**config.mk**
```make
export PLATFORM = sky130hd
export DESIGN_NAME = als_operand_stream_gen
export DESIGN_NICKNAME = d
export VERILOG_FILES = /design/src/rtl/als_stim_pkg.sv /design/src/rtl/als_misr.sv /design/src/rtl/als_operand_stream_gen.sv
export SDC_FILE = /design/constraint.sdc
export NUM_CORES = 1
export LEC_CHECK = 0
export CAP_MARGIN = 30
export CORE_ASPECT_RATIO = 1.5
export CORE_MARGIN = 2
export CORE_UTILIZATION = 48
export DETAILED_ROUTE_END_ITERATION = 16
export PLACE_DENSITY = 0.86
export REMOVE_ABC_BUFFERS = 1
export SLEW_MARGIN = 20
export SYNTH_ARGS = -nofsm -noshare
export SYNTH_HDL_FRONTEND = slang
export SYNTH_SLANG_ARGS = --single-unit
```
**constraint.sdc**
```tcl
create_clock -name clk -period 11 [get_ports clk]
set_clock_uncertainty 0.05 [all_clocks]
set_input_delay 1.1 -clock clk [delete_from_list [all_inputs] [get_ports clk]]
set_output_delay 1.1 -clock clk [all_outputs]
set_load 0.05 [all_outputs]
```
**src/rtl/als_stim_pkg.sv**
```systemverilog
// Shared types, constants and the LFSR step for the operand stream generator.
package als_stim_pkg;

   typedef enum logic [1:0] {
      IDLE = 2'd0,
      RUN  = 2'd1,
      DONE = 2'd2
   } state_t;

   // Galois taps for x^32 + x^22 + x^2 + x + 1
   localparam logic [31:0] LFSR_TAPS = 32'h0040_0007;

   // Feedback polynomial of the result-compaction MISR
   localparam logic [32:0] MISR_POLY = 33'h0_0000_0065;

   // One step of the left-shifting Galois LFSR
   function automatic logic [31:0] lfsr_next(input logic [31:0] s);
      return {s[30:0], 1'b0} ^ (s[31] ? LFSR_TAPS : 32'h0);
   endfunction

endpackage

```
**src/rtl/als_misr.sv**
```systemverilog
// Multiple-input signature register: folds one data word per enabled cycle.
module als_misr
   import als_stim_pkg::*;
#(
   parameter int unsigned          WIDTH = 33,
   parameter logic [WIDTH-1:0]     POLY  = MISR_POLY
) (
   input  logic             clk,
   input  logic             rst,
   input  logic             clr,
   input  logic             en,
   input  logic [WIDTH-1:0] d,
   output logic [WIDTH-1:0] q
);

   // Signature register; clear wins over fold so a restart never keeps old data.
   always_ff @(posedge clk or posedge rst) begin
      // NOTE: sequential state uses non-blocking assignments so every register
      // samples pre-edge values, independent of statement order.
      if (rst) begin
         q <= '0;
      end else if (clr) begin
         q <= '0;
      end else if (en) begin
         q <= {q[WIDTH-2:0], 1'b0} ^ (q[WIDTH-1] ? POLY : '0) ^ d;
      end
   end

endmodule

```
**src/rtl/als_operand_stream_gen.sv**
```systemverilog
// Pseudo-random operand-pair source for adder benchmarks, with a MISR over
// the returned results. The LFSRs are 32 bits wide, so WIDTH must not exceed 32.
module als_operand_stream_gen
   import als_stim_pkg::*;
#(
   parameter int unsigned WIDTH       = 32,
   parameter logic [31:0] NUM_VECTORS = 32'd1000000,
   parameter logic [31:0] SEED0       = 32'h0000_0001,
   parameter logic [31:0] SEED1       = 32'h0000_0002
) (
   input  logic             clk,
   input  logic             rst,
   input  logic             start,
   output logic             busy,
   output logic             done,
   output logic             op_valid,
   input  logic             op_ready,
   output logic [WIDTH-1:0] in0,
   output logic [WIDTH-1:0] in1,
   input  logic [WIDTH:0]   res,
   output logic [WIDTH:0]   sig,
   output logic [31:0]      vec_count
);

   // An all-zero LFSR would lock up, so a zero seed is replaced by 1.
   localparam logic [31:0] SEED0_EFF = (SEED0 == 32'd0) ? 32'd1 : SEED0;
   localparam logic [31:0] SEED1_EFF = (SEED1 == 32'd0) ? 32'd1 : SEED1;
   localparam logic [WIDTH:0] POLY   = MISR_POLY[WIDTH:0];

   state_t      state, state_nxt;
   logic [31:0] lfsr_a, lfsr_b;
   logic        enter_run;
   logic        hs;
   logic        last;

   assign hs   = op_valid && op_ready;
   assign last = (vec_count == NUM_VECTORS - 32'd1);
   assign in0  = lfsr_a[WIDTH-1:0];
   assign in1  = lfsr_b[WIDTH-1:0];

   // State register.
   always_ff @(posedge clk or posedge rst) begin
      if (rst) state <= IDLE;
      else     state <= state_nxt;
   end

   // Next-state and Moore outputs; start is only honoured outside RUN.
   always_comb begin
      // NOTE: every output gets a default first so no path leaves it unassigned,
      // which would otherwise infer a latch.
      state_nxt = state;
      busy      = 1'b0;
      done      = 1'b0;
      op_valid  = 1'b0;
      enter_run = 1'b0;
      case (state)
         IDLE, DONE: begin
            done = (state == DONE);
            if (start) begin
               state_nxt = RUN;
               enter_run = 1'b1;
            end
         end
         RUN: begin
            busy     = 1'b1;
            op_valid = 1'b1;
            if (op_ready && last) state_nxt = DONE;
         end
         default: state_nxt = IDLE;
      endcase
   end

   // Operand LFSRs and accepted-pair counter: reload on run entry, step per handshake.
   always_ff @(posedge clk or posedge rst) begin
      if (rst) begin
         lfsr_a    <= SEED0_EFF;
         lfsr_b    <= SEED1_EFF;
         vec_count <= '0;
      end else if (enter_run) begin
         lfsr_a    <= SEED0_EFF;
         lfsr_b    <= SEED1_EFF;
         vec_count <= '0;
      end else if (hs) begin
         lfsr_a    <= lfsr_next(lfsr_a);
         lfsr_b    <= lfsr_next(lfsr_b);
         vec_count <= vec_count + 32'd1;
      end
   end

   als_misr #(
      .WIDTH (WIDTH + 1),
      .POLY  (POLY)
   ) u_misr (
      .clk (clk),
      .rst (rst),
      .clr (enter_run),
      .en  (hs),
      .d   (res),
      .q   (sig)
   );

endmodule

```
==> flow_metrics.env <==
export IMPL_synthFlopType="dfrtp_1"
export IMPL_rsz0062_at_grt="false"
export IMPL_io_pins=169
export IMPL_htree_levels=4
export IMPL_postSynth_asyncResetShare_pct=100
export IMPL_synthTopCellsByCount="nand2_1, dfrtp_1, nand3_1"
export IMPL_critical_path_required_ns=11.23
export IMPL_syn_cell_area_um2=5880
export IMPL_cts_tree="yes"
export IMPL_startpoint_type="input port"
export IMPL_ant_nets=0
export IMPL_fin_crit_sh_pct=28.2
export IMPL_die_area_um2=13200
export IMPL_rows=49
export IMPL_p_comb_share_pct=30.6
export IMPL_drtPass1Iterations=5
export IMPL_overflow=0
export IMPL_finalWirelength_um=15700
export IMPL_grt_pass1_vias=5102
export IMPL_drc=0
export IMPL_ys_ff_latch=131
export IMPL_fp_dieW_um=94.4
export IMPL_ir_worst_vdd_uv=124
export IMPL_hp_class="reg2reg"
export IMPL_clock_sink_count=131
export IMPL_p_leak_nw=3.62
export IMPL_grt_pass1_wl_um=25400
export IMPL_tns_ns=0
export IMPL_synth_edf_count=0
export IMPL_critical_path_class="in2reg"
export IMPL_ys_seq_area_share_pct=55.8
export IMPL_diodes=0
export IMPL_ctsResizeCount=0
export IMPL_seq_power_share_pct=36.6
export IMPL_drt_iter0_markers=309
export IMPL_dp_hpwl_um=10500
export IMPL_postCtsSetupBuffers=0
export IMPL_synth_top_area_cell="dfrtp_1"
export IMPL_yosysWarnings=0
export IMPL_portBuffers=168
export IMPL_yosysMostFrequentCell="nand2_1"
export IMPL_layout_drive_gt1_share_pct=6.09
export IMPL_grt_max_degree=140
export IMPL_start_util_pct=49.2
export IMPL_numCtsBuffers=17
export IMPL_drv_cap=0
export IMPL_area_growth_pct=40.9
export IMPL_setup_viol=0
export IMPL_powerDensity_nw_per_um2=203
export IMPL_coreArea_um2=12000
export IMPL_syn_area_per_cell_um2=9.41
export IMPL_cts_hold_fix_buffers=0
export IMPL_antenna_found_initial=0
export IMPL_holdWs_ns=0.451
export IMPL_syn_inst=625
export IMPL_ctsLongestPathBuffers=2
export IMPL_swShare_pct=36.5
export IMPL_clkLatencyLatePin_ns=0.41
export IMPL_die_h_um=140
export IMPL_min_period_ns=3.10
export IMPL_nets=813
export IMPL_grt_util_all_layers_pct=24.7
export IMPL_clkTransAtPathRegs_ns=0.06
export IMPL_wl_per_cell_um=16.7
export IMPL_end_kind="flop"
export IMPL_maxSlewViolCount=0
export IMPL_cts_root_buf="clkbuf_16"
export IMPL_fmax_mhz=323
export IMPL_synth_area_leaders="dfrtp_1, nand3_1, nand2_1, xnor2_1, o21ai_0"
export IMPL_critPathArrivalTime_ns=3.33
export IMPL_worst_pin_slew_ns=0.914
export IMPL_relSlewSlack_pct=39.1
export IMPL_yosysTopAreaCellShare_pct=54.9
export IMPL_switchingPower_mw=0.614
export IMPL_p_clk_share_pct=32.8
export IMPL_intPower_mw=1.07
export IMPL_via_count=5126
export IMPL_vias_per_cell=5.45
export IMPL_status="finished clean"
export IMPL_synth_distinct_cells=38
export IMPL_path_max_fanout=36
export IMPL_hold_viol_final=0
export IMPL_place_gp_congestion=0.847
-- power groups by stage --
stage	Sequential, mW	Clock (mW)	Combinational, mW
detailed placement	0.623	0	0.516
floorplan	0.842	0	0.104
finish	0.617	0.552	0.515
global route	0.626	0.586	0.542
global placement	0.620	0	0.504
CTS	0.617	0.563	0.519
-- stage by stage --
step | utilization [%] | power (mW) | worst slack, ns | std cells | area [µm²]
3_3_place_gp | 63.7 | 1.12 | 7.21 | 906 | 7620
5_1_grt | 69.3 | 1.75 | 7.83 | 941 | 8290
4_1_cts | 69.1 | 1.70 | 7.93 | 940 | 8270
6_report | 69.3 | 1.68 | 7.90 | 941 | 8290
2_1_floorplan | - | 0.946 | 6.01 | 582 | 5710
3_5_place_dp | 64.2 | 1.14 | 7.52 | 908 | 7680
-- metal layers --
metal | vias to the layer above | global-route usage [%] | wire [µm]
li1 | 2401 | - | -
met1 | 2485 | 29.4 | 5890
met2 | 189 | 40.3 | 8310
met3 | 51 | 6.71 | 850
met4 | 0 | 13.2 | 647
met5 | - | 0 | 0
-- cells by family after synthesis --
group	Yosys count	share of synthesized area [%]
XOR/XNOR	65	9.68
AND/OR/NAND/NOR	317	25.4
buffers and inverters	50	3.34
multiplexers	2	0.340
AO/OA/AOI/OAI	59	5.21
adder cells (fa/ha/maj)	1	0.213
flip-flops	131	55.8
-- registers in the layout, indices dropped and copies added, names as in the netlist --
register   cells
in1           32
vec_count     32
in0           32
u_misr.q      33
state          2
-- worst paths after layout --
check	startpoint	endpoint	slack (ns)	cells past startpoint
min reg2reg	in1[11]	in1[12]	0.45	2
max in group asynchronous	rst	in0[31]	8.95	3
min in group asynchronous	rst	u_misr.q[26]	0.99	2
max	op_ready	vec_count[24]	7.90	6
max reg2reg	state[0]	vec_count[24]	8.65	5
min	in1[11]	in1[12]	0.45	2
-- cell type report --
class                   instances  area, µm²
clock buffers                  19        453
clock inverters                13        134
fillers                       902       3670
inverters                       7       28.8
multi-input cells             444       2410
flip-flops and latches        131       3280
well taps                     153        191
repair buffers                174       1780
-- layout by cell type (no fill, tap or decap), types with 2 or more instances in the layout --
cell             instances
a21oi_1                 11
nor2_1                  26
clkbuf_16               17
buf_4                    2
o21ai_0                 43
xnor2_1                 53
clkinvlp_4               3
inv_1                    6
and4_1                   3
nand4_1                 10
clkdlybuf4s50_1        168
clkinv_2                 5
dfstp_2                  2
clkbuf_8                 2
buf_16                   2
nand2_1                133
o211ai_1                 2
and2_1                   4
nand2b_1                 2
nor3_1                  10
or3_1                    2
xor2_1                  12
dfrtp_1                129
nor4b_1                  3
clkinv_4                 2
or4_1                    3
bufinv_16                2
nand3_1                102
mux2i_1                  2
nor4_1                   8
-- worst max-delay path, cell delays in order --
cell	delay, ns
clkdlybuf4s50_1	0.50
and3b_2	0.68
and2_1	0.36
nand3_4	0.12
or4_1	0.43
mux2i_1	0.13
No activity file was read; power rests on OpenSTA's default activity.
